### config.mk
export PLATFORM = sky130hd
export DESIGN_NAME = pwm_duty_capture
export DESIGN_NICKNAME = d
export VERILOG_FILES = /design/src/rtl/pwm_duty_capture_pkg.sv /design/src/rtl/pwm_duty_capture_sync_edge_det.sv /design/src/rtl/pwm_duty_capture.sv
export SDC_FILE = /design/constraint.sdc
export NUM_CORES = 1
export LEC_CHECK = 0
export ABC_AREA = 1
export CORE_ASPECT_RATIO = 2
export CORE_MARGIN = 1.5
export CORE_UTILIZATION = 35
export DETAILED_ROUTE_END_ITERATION = 8
export DONT_BUFFER_PORTS = 1
export REMOVE_ABC_BUFFERS = 1
export SLEW_MARGIN = 10
export SYNTH_ARGS = -nofsm -noshare
export SYNTH_HDL_FRONTEND = slang
export SYNTH_SLANG_ARGS = --single-unit
### constraint.sdc
create_clock -name clk -period 2.2 [get_ports clk]
set_input_delay 0.11 -clock clk [delete_from_list [all_inputs] [get_ports clk]]
set_output_delay 0.11 -clock clk [all_outputs]
set_load 0.03 [all_outputs]
### src/rtl/pwm_duty_capture_pkg.sv
// Shared LED-subsystem definitions used by the PWM generators and the
// duty-capture receiver.
//   PWM_PERIOD : nominal period of the free-running 8-bit PWM, in clk cycles
//   DUTY_W     : width of a duty value
//   ST_*       : duty-capture FSM encoding
//   sample_t   : one published measurement (duty, period_err, stuck)
//   sat_duty() : clamp a high-cycle count to the duty range
package pwm_duty_capture_pkg;

    localparam int PWM_PERIOD = 256;
    localparam int DUTY_W     = 8;

    localparam logic [DUTY_W-1:0] DUTY_MAX = '1;

    localparam logic [1:0] ST_WAIT_FIRST = 2'd0;
    localparam logic [1:0] ST_MEASURE    = 2'd1;
    localparam logic [1:0] ST_STUCK      = 2'd2;

    typedef struct packed {
        logic [DUTY_W-1:0] duty;
        logic              period_err;
        logic              stuck;
    } sample_t;

    function automatic logic [DUTY_W-1:0] sat_duty(input logic [31:0] cnt);
        if (cnt > 32'(DUTY_MAX)) begin
            return DUTY_MAX;
        end
        return cnt[DUTY_W-1:0];
    endfunction

endpackage

### src/rtl/pwm_duty_capture_sync_edge_det.sv
// Multi-flop synchroniser with rising-edge detect for an asynchronous
// single-bit input (PWM lines, buttons, switches).
//   clk  : system clock
//   rst  : asynchronous reset, active low; clears the chain to 0
//   din  : asynchronous input
//   dout : synchronised level (last flop of the chain)
//   rise : one-cycle pulse, dout is 1 and was 0 the previous cycle
// SYNC_STAGES must be at least 2.
module sync_edge_det #(
    parameter int SYNC_STAGES = 2
) (
    input  logic clk,
    input  logic rst,
    input  logic din,
    output logic dout,
    output logic rise
);

    logic [SYNC_STAGES-1:0] sync_q, sync_d;
    logic                   dly_q, dly_d;

    always_comb begin
        sync_d = {sync_q[SYNC_STAGES-2:0], din};
        dly_d  = sync_q[SYNC_STAGES-1];
    end

    always_ff @(posedge clk or negedge rst) begin
        if (!rst) begin
            sync_q <= '0;
            dly_q  <= 1'b0;
        end else begin
            sync_q <= sync_d;
            dly_q  <= dly_d;
        end
    end

    assign dout = sync_q[SYNC_STAGES-1];
    // Because the chain clears to 0, a line already high at reset release
    // shows up as one rise.
    assign rise = sync_q[SYNC_STAGES-1] & ~dly_q;

endmodule

### src/rtl/pwm_duty_capture.sv
// Recovers the duty value of an external PWM waveform once per period.
//   clk        : system clock
//   rst        : asynchronous reset, active low
//   pwm_in     : asynchronous PWM input
//   duty       : last recovered duty (high cycles per period, saturated)
//   duty_valid : one-cycle pulse when duty/period_err/stuck update
//   period_err : measured period differed from PERIOD (always 1 when stuck)
//   stuck      : no rising edge for 2*PERIOD cycles; duty = line level
// Periods are delimited by rising edges only. The first rise after reset or
// after a stuck episode only arms measurement; samples start at the second.
module pwm_duty_capture
    import pwm_duty_capture_pkg::*;
#(
    parameter int PERIOD      = PWM_PERIOD,
    parameter int SYNC_STAGES = 2,
    parameter int CNT_W       = 10
) (
    input  logic              clk,
    input  logic              rst,
    input  logic              pwm_in,
    output logic [DUTY_W-1:0] duty,
    output logic              duty_valid,
    output logic              period_err,
    output logic              stuck
);

    localparam logic [CNT_W-1:0] CNT_ONE    = CNT_W'(1);
    localparam logic [CNT_W-1:0] CNT_PERIOD = CNT_W'(PERIOD);
    localparam logic [CNT_W-1:0] CNT_TMO    = CNT_W'(2 * PERIOD);
    localparam logic [CNT_W-1:0] CNT_TMO_M1 = CNT_W'(2 * PERIOD - 1);
    localparam logic [CNT_W-1:0] REP_LAST   = CNT_W'(PERIOD - 1);

    logic pwm_s, rise, timeout;

    logic [1:0]       state_q, state_d;
    logic [CNT_W-1:0] period_cnt_q, period_cnt_d;
    logic [CNT_W-1:0] high_cnt_q, high_cnt_d;
    logic [CNT_W-1:0] rep_cnt_q, rep_cnt_d;
    sample_t          sample_q, sample_d;
    logic             valid_q, valid_d;
    sample_t          stuck_sample;

    sync_edge_det #(
        .SYNC_STAGES(SYNC_STAGES)
    ) u_sync (
        .clk (clk),
        .rst (rst),
        .din (pwm_in),
        .dout(pwm_s),
        .rise(rise)
    );

    // Period / high-time counters, restarted by every rise.
    always_comb begin
        period_cnt_d = period_cnt_q;
        high_cnt_d   = high_cnt_q;
        if (rise) begin
            period_cnt_d = CNT_ONE;
            high_cnt_d   = CNT_ONE;
        end else begin
            if (period_cnt_q != CNT_TMO) begin
                period_cnt_d = period_cnt_q + CNT_ONE;
            end
            if (pwm_s && (high_cnt_q != CNT_TMO)) begin
                high_cnt_d = high_cnt_q + CNT_ONE;
            end
        end
    end

    // Fires on the edge where period_cnt would step onto 2*PERIOD; a
    // simultaneous rise takes priority.
    assign timeout = ~rise & (period_cnt_q == CNT_TMO_M1);

    always_comb begin
        stuck_sample.duty       = pwm_s ? DUTY_MAX : '0;
        stuck_sample.period_err = 1'b1;
        stuck_sample.stuck      = 1'b1;
    end

    always_comb begin
        state_d   = state_q;
        sample_d  = sample_q;
        valid_d   = 1'b0;
        rep_cnt_d = '0;
        case (state_q)
            ST_WAIT_FIRST: begin
                if (rise) begin
                    state_d = ST_MEASURE;
                end else if (timeout) begin
                    sample_d = stuck_sample;
                    valid_d  = 1'b1;
                    state_d  = ST_STUCK;
                end
            end
            ST_MEASURE: begin
                if (rise) begin
                    sample_d.duty       = sat_duty(32'(high_cnt_q));
                    sample_d.period_err = (period_cnt_q != CNT_PERIOD);
                    sample_d.stuck      = 1'b0;
                    valid_d             = 1'b1;
                end else if (timeout) begin
                    sample_d = stuck_sample;
                    valid_d  = 1'b1;
                    state_d  = ST_STUCK;
                end
            end
            ST_STUCK: begin
                // period_cnt is parked at saturation here, so a separate
                // counter paces the periodic stuck reports.
                if (rise) begin
                    state_d = ST_MEASURE;
                end else if (rep_cnt_q == REP_LAST) begin
                    sample_d = stuck_sample;
                    valid_d  = 1'b1;
                end else begin
                    rep_cnt_d = rep_cnt_q + CNT_ONE;
                end
            end
            default: begin
                state_d = ST_WAIT_FIRST;
            end
        endcase
    end

    always_ff @(posedge clk or negedge rst) begin
        if (!rst) begin
            state_q      <= ST_WAIT_FIRST;
            period_cnt_q <= '0;
            high_cnt_q   <= '0;
            rep_cnt_q    <= '0;
            sample_q     <= '0;
            valid_q      <= 1'b0;
        end else begin
            state_q      <= state_d;
            period_cnt_q <= period_cnt_d;
            high_cnt_q   <= high_cnt_d;
            rep_cnt_q    <= rep_cnt_d;
            sample_q     <= sample_d;
            valid_q      <= valid_d;
        end
    end

    assign duty       = sample_q.duty;
    assign period_err = sample_q.period_err;
    assign stuck      = sample_q.stuck;
    assign duty_valid = valid_q;

endmodule

==> results, run 1 <==
- The switching power of the nets is 1180 uW.
- The height of the chip is ~130 um.
- In this run, synthesis inferred 0 flip-flops with an integrated enable.
- The power per standard cell area is 986 nW/um2.
- The unique cell type count in the Yosys netlist is 32.
- Entering global routing, the biggest net connects between 40 and 50 pins.
- The number of input and output port buffers inserted is 0.
- The number of I/O pins is 14.
- Of all cell types, the one taking the most synthesized area is sky130_fd_sc_hd__dfrtp_1.
- The switching part of the total power is between 30% and 40%.
- In this design, the stage delay of the slowest critical-path cell is between 0.4 and 0.5 ns.
- The internal power consumption is between 1500 and 2000 uW.
- Setup violations remaining at the end of the flow were counted as 0.
- The count of synthesis-stage warnings from yosys is 0.
- The H-tree was split into 2 levels.
- Synthesis produced ~370 cells.
- The cell area after technology mapping is 2710 um2.
- The number of diodes is 0.
- The tool flagged a number of max-cap violations equal to 0.
- The root buffer cell chosen for the clock tree is sky130_fd_sc_hd__clkbuf_16.
- Across the VDD grid, the largest voltage drop is 0.834 mV.
- Data arrives at the worst endpoint at 2.15 ns.
- For this run, the post-layout net count is between 300 and 400.
- sky130_fd_sc_hd__nand2_1 is the most common cell in the netlist.
- Together, buffers and inverters on the worst path number 2.
- The most used flip-flop cell after synthesis is sky130_fd_sc_hd__dfrtp_1.
- The cell leakage power is between 0.0015 and 0.002 uW.
- The number of global-route vias before repair is ~2500.
- The kind of cell adding the most delay to the critical path is simple AND/OR/NAND/NOR gates.
- The critical path is of the flip-flop to flip-flop type.
- The relative slew slack is between 60% and 70%.
- The sequential-to-total area share from yosys stat is between 40 and 50%.
- The DRC violation count after routing is 0.
- The timing-limited maximum frequency is ~500 MHz.
- Across all hold checks on the routed design, the worst slack comes to 0.311 ns.
- The clock latency of the later-clocked register in the worst-skew pair is around 0.29 ns.
- The total track usage is roughly 18%.
- The transition at the pin with the smallest max-transition slack is between 0.5 and 0.6 ns.
- The multi-input combinational cell area is 1370 um2.
- The final total negative setup slack is 0 ns.
- At the end of routability-driven placement, the weighted congestion stood at approximately 0.98.
- The layout cell share with drive strength beyond 1 is under 10%.
- The final critical path takes up 91.0% of the cycle.
- The clock-pin transition on the worst setup and hold timing paths is around 0.07 ns.
- In this run the biggest area consumer among cell types represents between 40 and 50% of the synthesized area.
- The DRC marker count from the first detailed-route iteration is 69.
- The buffers inserted during post-CTS setup optimization is 0.
- The share of power burned in combinational logic is a little over a quarter.
- The required time of the worst setup path is about 2.4 ns.
- The die span in x is about 65 um.
- The count of nets left with antenna violations once routing finished came out at 0.
- The detailed placer's ending HPWL is approximately 4800 um.
- After detailed routing, the average wire length per cell comes to approximately 14 um.
- The wire length after detailed routing is between 6000 and 7000 um.
- The register share of total power is between 40 and 50%.
- Post-CTS repair changed the size of 0 cells.
- The top fanout value on the critical path is 8.
- The average cell area after synthesis is ~7.4 um2.
- The startpoint type of the worst setup path is a flip-flop.
- The maximum buffer depth of the clock tree is 2.
- The final-report hold violation count was 0.
- By area the synthesized netlist is led by sky130_fd_sc_hd__dfrtp_1 42%, sky130_fd_sc_hd__nand2_1 16%, sky130_fd_sc_hd__inv_1 5.5%.
- TritonCTS built the clock tree.
- The number of search-and-repair iterations in the first detailed-routing pass is 4.
- The most repeated library cell on the critical path is sky130_fd_sc_hd__nor2_1.
- The global-route wire length before repair is about 11000 um.
- The post-route minimum period is between 2 and 2.5 ns.
- The run finished with clean final reports.
- In the routed layout, each cell is associated on average with a via count of 5.20.
- The count of vias placed by the detailed router is ~2500.
- The number of buffers added by the clock tree synthesis step is 5.
- Global routing finished with a remaining overflow of 0.
- The filler cell count in the final layout is between 800 and 900.
- The count of pins over their slew limit is 0.
- Setup repair after global routing left no endpoint under its margin.
- The clock sink count is between 40 and 50.
- The area growth from synthesis to layout is 12.0%.
- Synthesis inferred 46 register bits.
- The slowest cell on the critical path is sky130_fd_sc_hd__dfrtp_1.
- Sorting the synthesized cells by how often they occur yields 119 x sky130_fd_sc_hd__nand2_1, 46 x sky130_fd_sc_hd__dfrtp_1, 40 x sky130_fd_sc_hd__inv_1, 31 x sky130_fd_sc_hd__nor2_1, 25 x sky130_fd_sc_hd__nand3_1.
- The die covers just over 8000 um2.
- The number of antenna violations at the first check in global routing is 0.
- The starting density of the core is a little over a third.
- The endpoint class of the critical path is a flip-flop.
- Registers take approximately 1200 um2.
- In this run the worst hold path is classified as input pin to async pin.
- The worst clock skew is 0.00896 ns.
- The completed layout was analyzed and its total power is 3000 uW.
- The clock network fraction of total power is between 20% and 30%.
- After floorplanning, the core was sized to cover roughly 7500 um2.
- The floorplan row count is 45.
- Walking the worst path, the cells encountered are inv_1, ha_1, inv_1, nor2_1, nand2_1, nor2_1, a21oi_1, nor2_1, o21ai_0.
- The async set or reset register ratio after synthesis is 100%.
kinds of logic after synthesis:
family	synth area share [%]
DFF	42.4
adders and majority gates	4.15
and+or+nand+nor	34.7
buffers and inverters	7.24
xor gates and xnor gates	1.94
AOI/OAI and AO/OA	9.50
layout by cell type, fill, tap and decap left out, drive strengths merged:
cell / synthesis / final
nand2: 123 / 123
dfrtp: 46 / 46
inv: 44 / 44
nor2: 36 / 36
nand3: 27 / 27
a21oi: 24 / 24
o21ai: 19 / 19
ha: 9 / 9
nor3: 8 / 8
nand4: 8 / 8
clkbuf: 0 / 7
xor2: 5 / 5
buf: 5 / 5
and3: 2 / 2
a31oi: 2 / 2
a211oi: 2 / 2
nand3b: 2 / 2
dlygate4sd3: 0 / 2
or2: 2 / 2
o31ai: 1 / 1
xnor2: 1 / 1
nor3b: 1 / 1
a21o: 1 / 1
nor4: 1 / 1
bufinv: 0 / 1
sequential cells by signal (all words and copies together), names as in the netlist:
register       cells
u_sync.dly_q       1
state_q            2
high_cnt_q        10
duty               8
duty_valid         1
rep_cnt_q         10
period_cnt_q      10
stuck              1
u_sync.sync_q      2
period_err         1
power by group through the flow:
stage          logic, uW  registers [uW]  clock network [uW]
2_1_floorplan        614            1280                   0
3_3_place_gp         763            1340                   0
3_5_place_dp         771            1340                   0
4_1_cts              803            1320                 891
5_1_grt              953            1340                 913
6_report             804            1320                 873
what timing repair did:
item / CTS / global route
hold endpoints to repair: 47 / 0
setup endpoints to repair: 0 / 0
hold buffers: 3 / 0
per-layer routing:
layer | GRT usage (%) | up-vias | wire length [um]
li1 | - | 1204 | -
met1 | 17.7 | 1176 | 2410
met2 | 32.8 | 58 | 3690
met3 | 2.55 | 21 | 240
met4 | 10.7 | 0 | 279
met5 | 0 | - | 0
worst register-to-register path, cell delays in order (launching register included):
cell and delay, ns:
sky130_fd_sc_hd__dfrtp_1 0.46, sky130_fd_sc_hd__inv_1 0.17, sky130_fd_sc_hd__ha_1 0.17, sky130_fd_sc_hd__inv_1 0.04, sky130_fd_sc_hd__nor2_1 0.09, sky130_fd_sc_hd__nand2_1 0.06, sky130_fd_sc_hd__nor2_1 0.11, sky130_fd_sc_hd__a21oi_1 0.17
sky130_fd_sc_hd__nor2_1 0.44, sky130_fd_sc_hd__o21ai_0 0.16
metrics by stage:
| step | setup WS, ns | std cells | util (%) | instance area [um2] |
|---|---|---|---|---|
| final | 0.198 | 473 | 40.3 | 3040 |
| after detailed placement | 0.301 | 462 | 37.5 | 2830 |
| after floorplan | 0.400 | 364 | - | 2680 |
| after CTS | 0.265 | 473 | 40.3 | 3040 |
| after global placement | 0.298 | 462 | 37.5 | 2830 |
| after global routing | 0.0861 | 473 | 40.3 | 3040 |
worst paths after layout:
kind / depth (start not counted) / startpoint / slack [ns] / to
worst max-delay path: 9 / high_cnt_q[0] / 0.20 / high_cnt_q[5]
worst max register to register: 9 / high_cnt_q[0] / 0.20 / high_cnt_q[5]
worst min-delay path: 2 / rst / 0.31 / high_cnt_q[8]
max in group asynchronous: 2 / rst / 1.68 / period_cnt_q[1]
worst min register to register: 0 / u_sync.sync_q[0] / 0.39 / u_sync.sync_q[1]
min in group clk: 1 / pwm_in / 0.38 / u_sync.sync_q[0]
cell type report:
type / instances / share of cell area, %
multi-input combinational: 274 / 44.9
sequential: 46 / 37.9
inverter: 44 / 5.43
clock buffer: 7 / 4.36
tap: 94 / 3.87
timing repair buffer: 7 / 2.55
clock inverter: 1 / 0.988
Power figures use the tool's default switching activity.
==> inputs of run 2 (changes only) <==
--- a/config.mk
+++ b/config.mk
@@ -8,7 +8,7 @@
 export ABC_AREA = 1
 export CORE_ASPECT_RATIO = 2
 export CORE_MARGIN = 1.5
-export CORE_UTILIZATION = 35
+export CORE_UTILIZATION = 37
 export DETAILED_ROUTE_END_ITERATION = 8
 export DONT_BUFFER_PORTS = 1
 export REMOVE_ABC_BUFFERS = 1
==> run 2 against run 1 <==
Against the previous run: cell area is 0.33% lower; wire length down 7.5%; critical endpoint unchanged; sequential power hardly changed; clock skew fell by 0.0064 ns; combinational power down 2%; via count decreased by 5.3%; register-to-register slack improved by 0.18 ns; critical path type unchanged; worst setup slack better by 0.18 ns; core utilization increased by 2.0 points; fmax increased by 9.6%.
==> results, run 2 (same netlist as run 1, synthesis figures left out) <==
- The data arrival time of the worst path is about 2 ns.
- After layout, the minimum clock period comes to 1.83 ns.
- The number of antenna violations at the first check in global routing was 0.
- The final weighted congestion in routability-driven placement is ~0.84.
- The detail route stage leaves a number of antenna-violating nets equal to 0.
- The layout cell share with drive strength beyond 1 is 7.89%.
- The number of buffers added by the clock tree synthesis step is 5.
- Before antenna repair, the detailed router went through 4 iterations.
- The count of pins over their slew limit is 0.
- The largest registers in the layout are high_cnt_q: 10 flops, period_cnt_q: 10 flops, rep_cnt_q: 10 flops.
- Row generation in the floorplan step produced 44 rows.
- The class of the tightest hold or removal check is input pin to async pin.
- The endpoint class of the critical path is a flip-flop.
- The most common cell after layout, fill and taps aside is sky130_fd_sc_hd__nand2_1.
- The cell chosen for the clock root is sky130_fd_sc_hd__clkbuf_16.
- The filler cell count in the final layout is 743.
- Leaving out fill and tap cells, the most frequent cells in the layout are 119 x sky130_fd_sc_hd__nand2_1, 46 x sky130_fd_sc_hd__dfrtp_1, 40 x sky130_fd_sc_hd__inv_1.
- The clock tree from TritonCTS is yes.
- The run finished with clean final reports.
- 14 I/O pins were placed.
- The area overhead of the layout relative to synthesis is 11.7%.
- The floorplan step set the die width to 63.5 um.
- The starting density of the core is 37.9%.
- The max capacitance violation total is 0.
- In the final routing, the length of wire on met1 measures roughly 2700 um.
- The transition at the pin with the smallest max-transition slack is 0.609 ns.
- The worst pin sits at a relative slew slack of just under 60%.
- The number of input and output port buffers inserted is 0.
- The final-report hold violation count came to 0.
- The wire length after detailed routing is about 6100 um.
- The die covers around 7900 um2.
- In the routed design, unresolved DRC markers number 0.
- The worst setup slack after layout is around 0.37 ns.
- The number of global-route vias before repair was approximately 2300.
- The routed design uses approximately 3200 um of met2 wire.
- The height of the chip is between 100 and 150 um.
- The final layout net count is roughly 400.
- The placement-stage worst setup slack is roughly 0.37 ns.
- In the final routed layout, each cell accounts on average for roughly 13 um.
- The clock reaches the later pin of the worst-skew pair after around 0.29 ns.
- At the worst endpoint, the required time is 2.36 ns.
- IR analysis of the VDD net gives a maximum drop of 0.760 mV.
- Setup violations remaining at the end of the flow were counted as 0.
- The count of H-tree levels built during CTS is 2.
- The timing-limited maximum frequency is about 550 MHz.
- The power per standard cell area is roughly 950 nW/um2.
- The final hold slack is about 0.33 ns.
- After layout, the worst path uses approximately 83% of the clock period.
- Once the clock tree was built, the setup fixing pass inserted 0 buffers.
- Setup repair after global routing left no endpoint under its margin.
- The worst setup path is launched from a flip-flop.
- For the final routed database, the setup TNS stands at 0 ns.
- The HPWL after detailed placement is 4500 um.
- The uppermost metal layer occupied by signal nets is met4.
- Clock tree synthesis found a total of 46 sinks.
- The post-detailed-route via-to-cell ratio is about 4.9.
- The final global-route overflow total is 0.
- The analysis attributes to cell leakage a power of roughly 0.0015 uW.
- The first global-routing pass estimated between 10000 and 15000 um of wire.
- The DRC marker count from the first detailed-route iteration is about 130.
- The routed design uses 146 um of met3 wire.
- The worst clock skew is about 0.0026 ns.
- Across every metal layer, demand over resource in global routing totals ~17%.
- Along the worst path, the maximum fanout reaches 8.
- Clock-pin slew was measured on the worst setup and hold paths at about 0.06 ns.
- Entering global routing, the biggest net connects 47 pins.
- Detailed routing inserted a total of around 2300 vias.
- The kind of critical path is flip-flop to flip-flop.
- The repair_antennas step left the layout with diodes totalling 0.
- The floorplan step defined a core boundary enclosing approximately 7000 um2.
- The longest clock path from root to sink contains 2 buffers.
run 2: changes by cell type in the layout (fill, tap and decap cells not counted), sizes merged:
cell	delta
clkinv	+1
buf	+1
bufinv	-1
run 2: layer usage:
layer / up-vias / GRT usage (%)
li1: 1205 / -
met1: 1092 / 19.7
met2: 24 / 31.4
met3: 8 / 3.34
met4: 0 / 6.66
met5: - / 0
run 2: power breakdown:
part,switching [uW],total (uW),internal [uW]
registers,330,1320,986
clock network,323,774,451
logic,495,786,290
total,1150,2880,1730
run 2: layout make-up:
class	count	area (um2)	share of cell area [%]
clock buffers	7	143	4.71
clock inverters	1	5.00	0.165
inverters	44	165	5.45
multi-input cells	274	1370	45.1
flip-flops and latches	46	1150	38.0
well taps	92	115	3.80
repair buffers	8	85.1	2.81
run 2: critical path, cell delays in order (launching register included):
cell and delay, ns:
sky130_fd_sc_hd__dfrtp_1 0.44, sky130_fd_sc_hd__inv_1 0.14, sky130_fd_sc_hd__ha_1 0.16, sky130_fd_sc_hd__inv_1 0.04, sky130_fd_sc_hd__nor2_1 0.08, sky130_fd_sc_hd__nand2_1 0.06
sky130_fd_sc_hd__nor2_1 0.10, sky130_fd_sc_hd__a21oi_1 0.07, sky130_fd_sc_hd__buf_4 0.15, sky130_fd_sc_hd__nor2_1 0.33, sky130_fd_sc_hd__o21ai_0 0.13
run 2: path summary, 6_finish.rpt:
| check | from | to | slack, ns | cells past startpoint |
|---|---|---|---|---|
| max | high_cnt_q[0] | high_cnt_q[5] | 0.37 | 10 |
| min | rst | period_cnt_q[4] | 0.33 | 2 |
| max reg2reg | high_cnt_q[0] | high_cnt_q[5] | 0.37 | 10 |
| min reg2reg | u_sync.sync_q[0] | u_sync.sync_q[1] | 0.36 | 0 |
| max in group asynchronous | rst | stuck | 1.67 | 2 |
| min in group clk | u_sync.sync_q[0] | u_sync.sync_q[1] | 0.36 | 0 |
run 2: metrics by stage:
step                power (uW)  std cells  util, %  cell area [um2]
floorplan                 1900        364        -             2680
global placement          2090        461     39.6             2830
detailed placement        2100        461     39.6             2830
CTS                       2910        472     42.3             3030
global route              3090        472     42.3             3030
finish                    2880        472     42.3             3030
run 2: what timing repair did:
| action | CTS | global route |
|---|---|---|
| resized for setup | 0 | 0 |
| setup endpoints to repair | 0 | 0 |
| hold buffers | 3 | 0 |
| endpoints found under the hold margin | 47 | 0 |
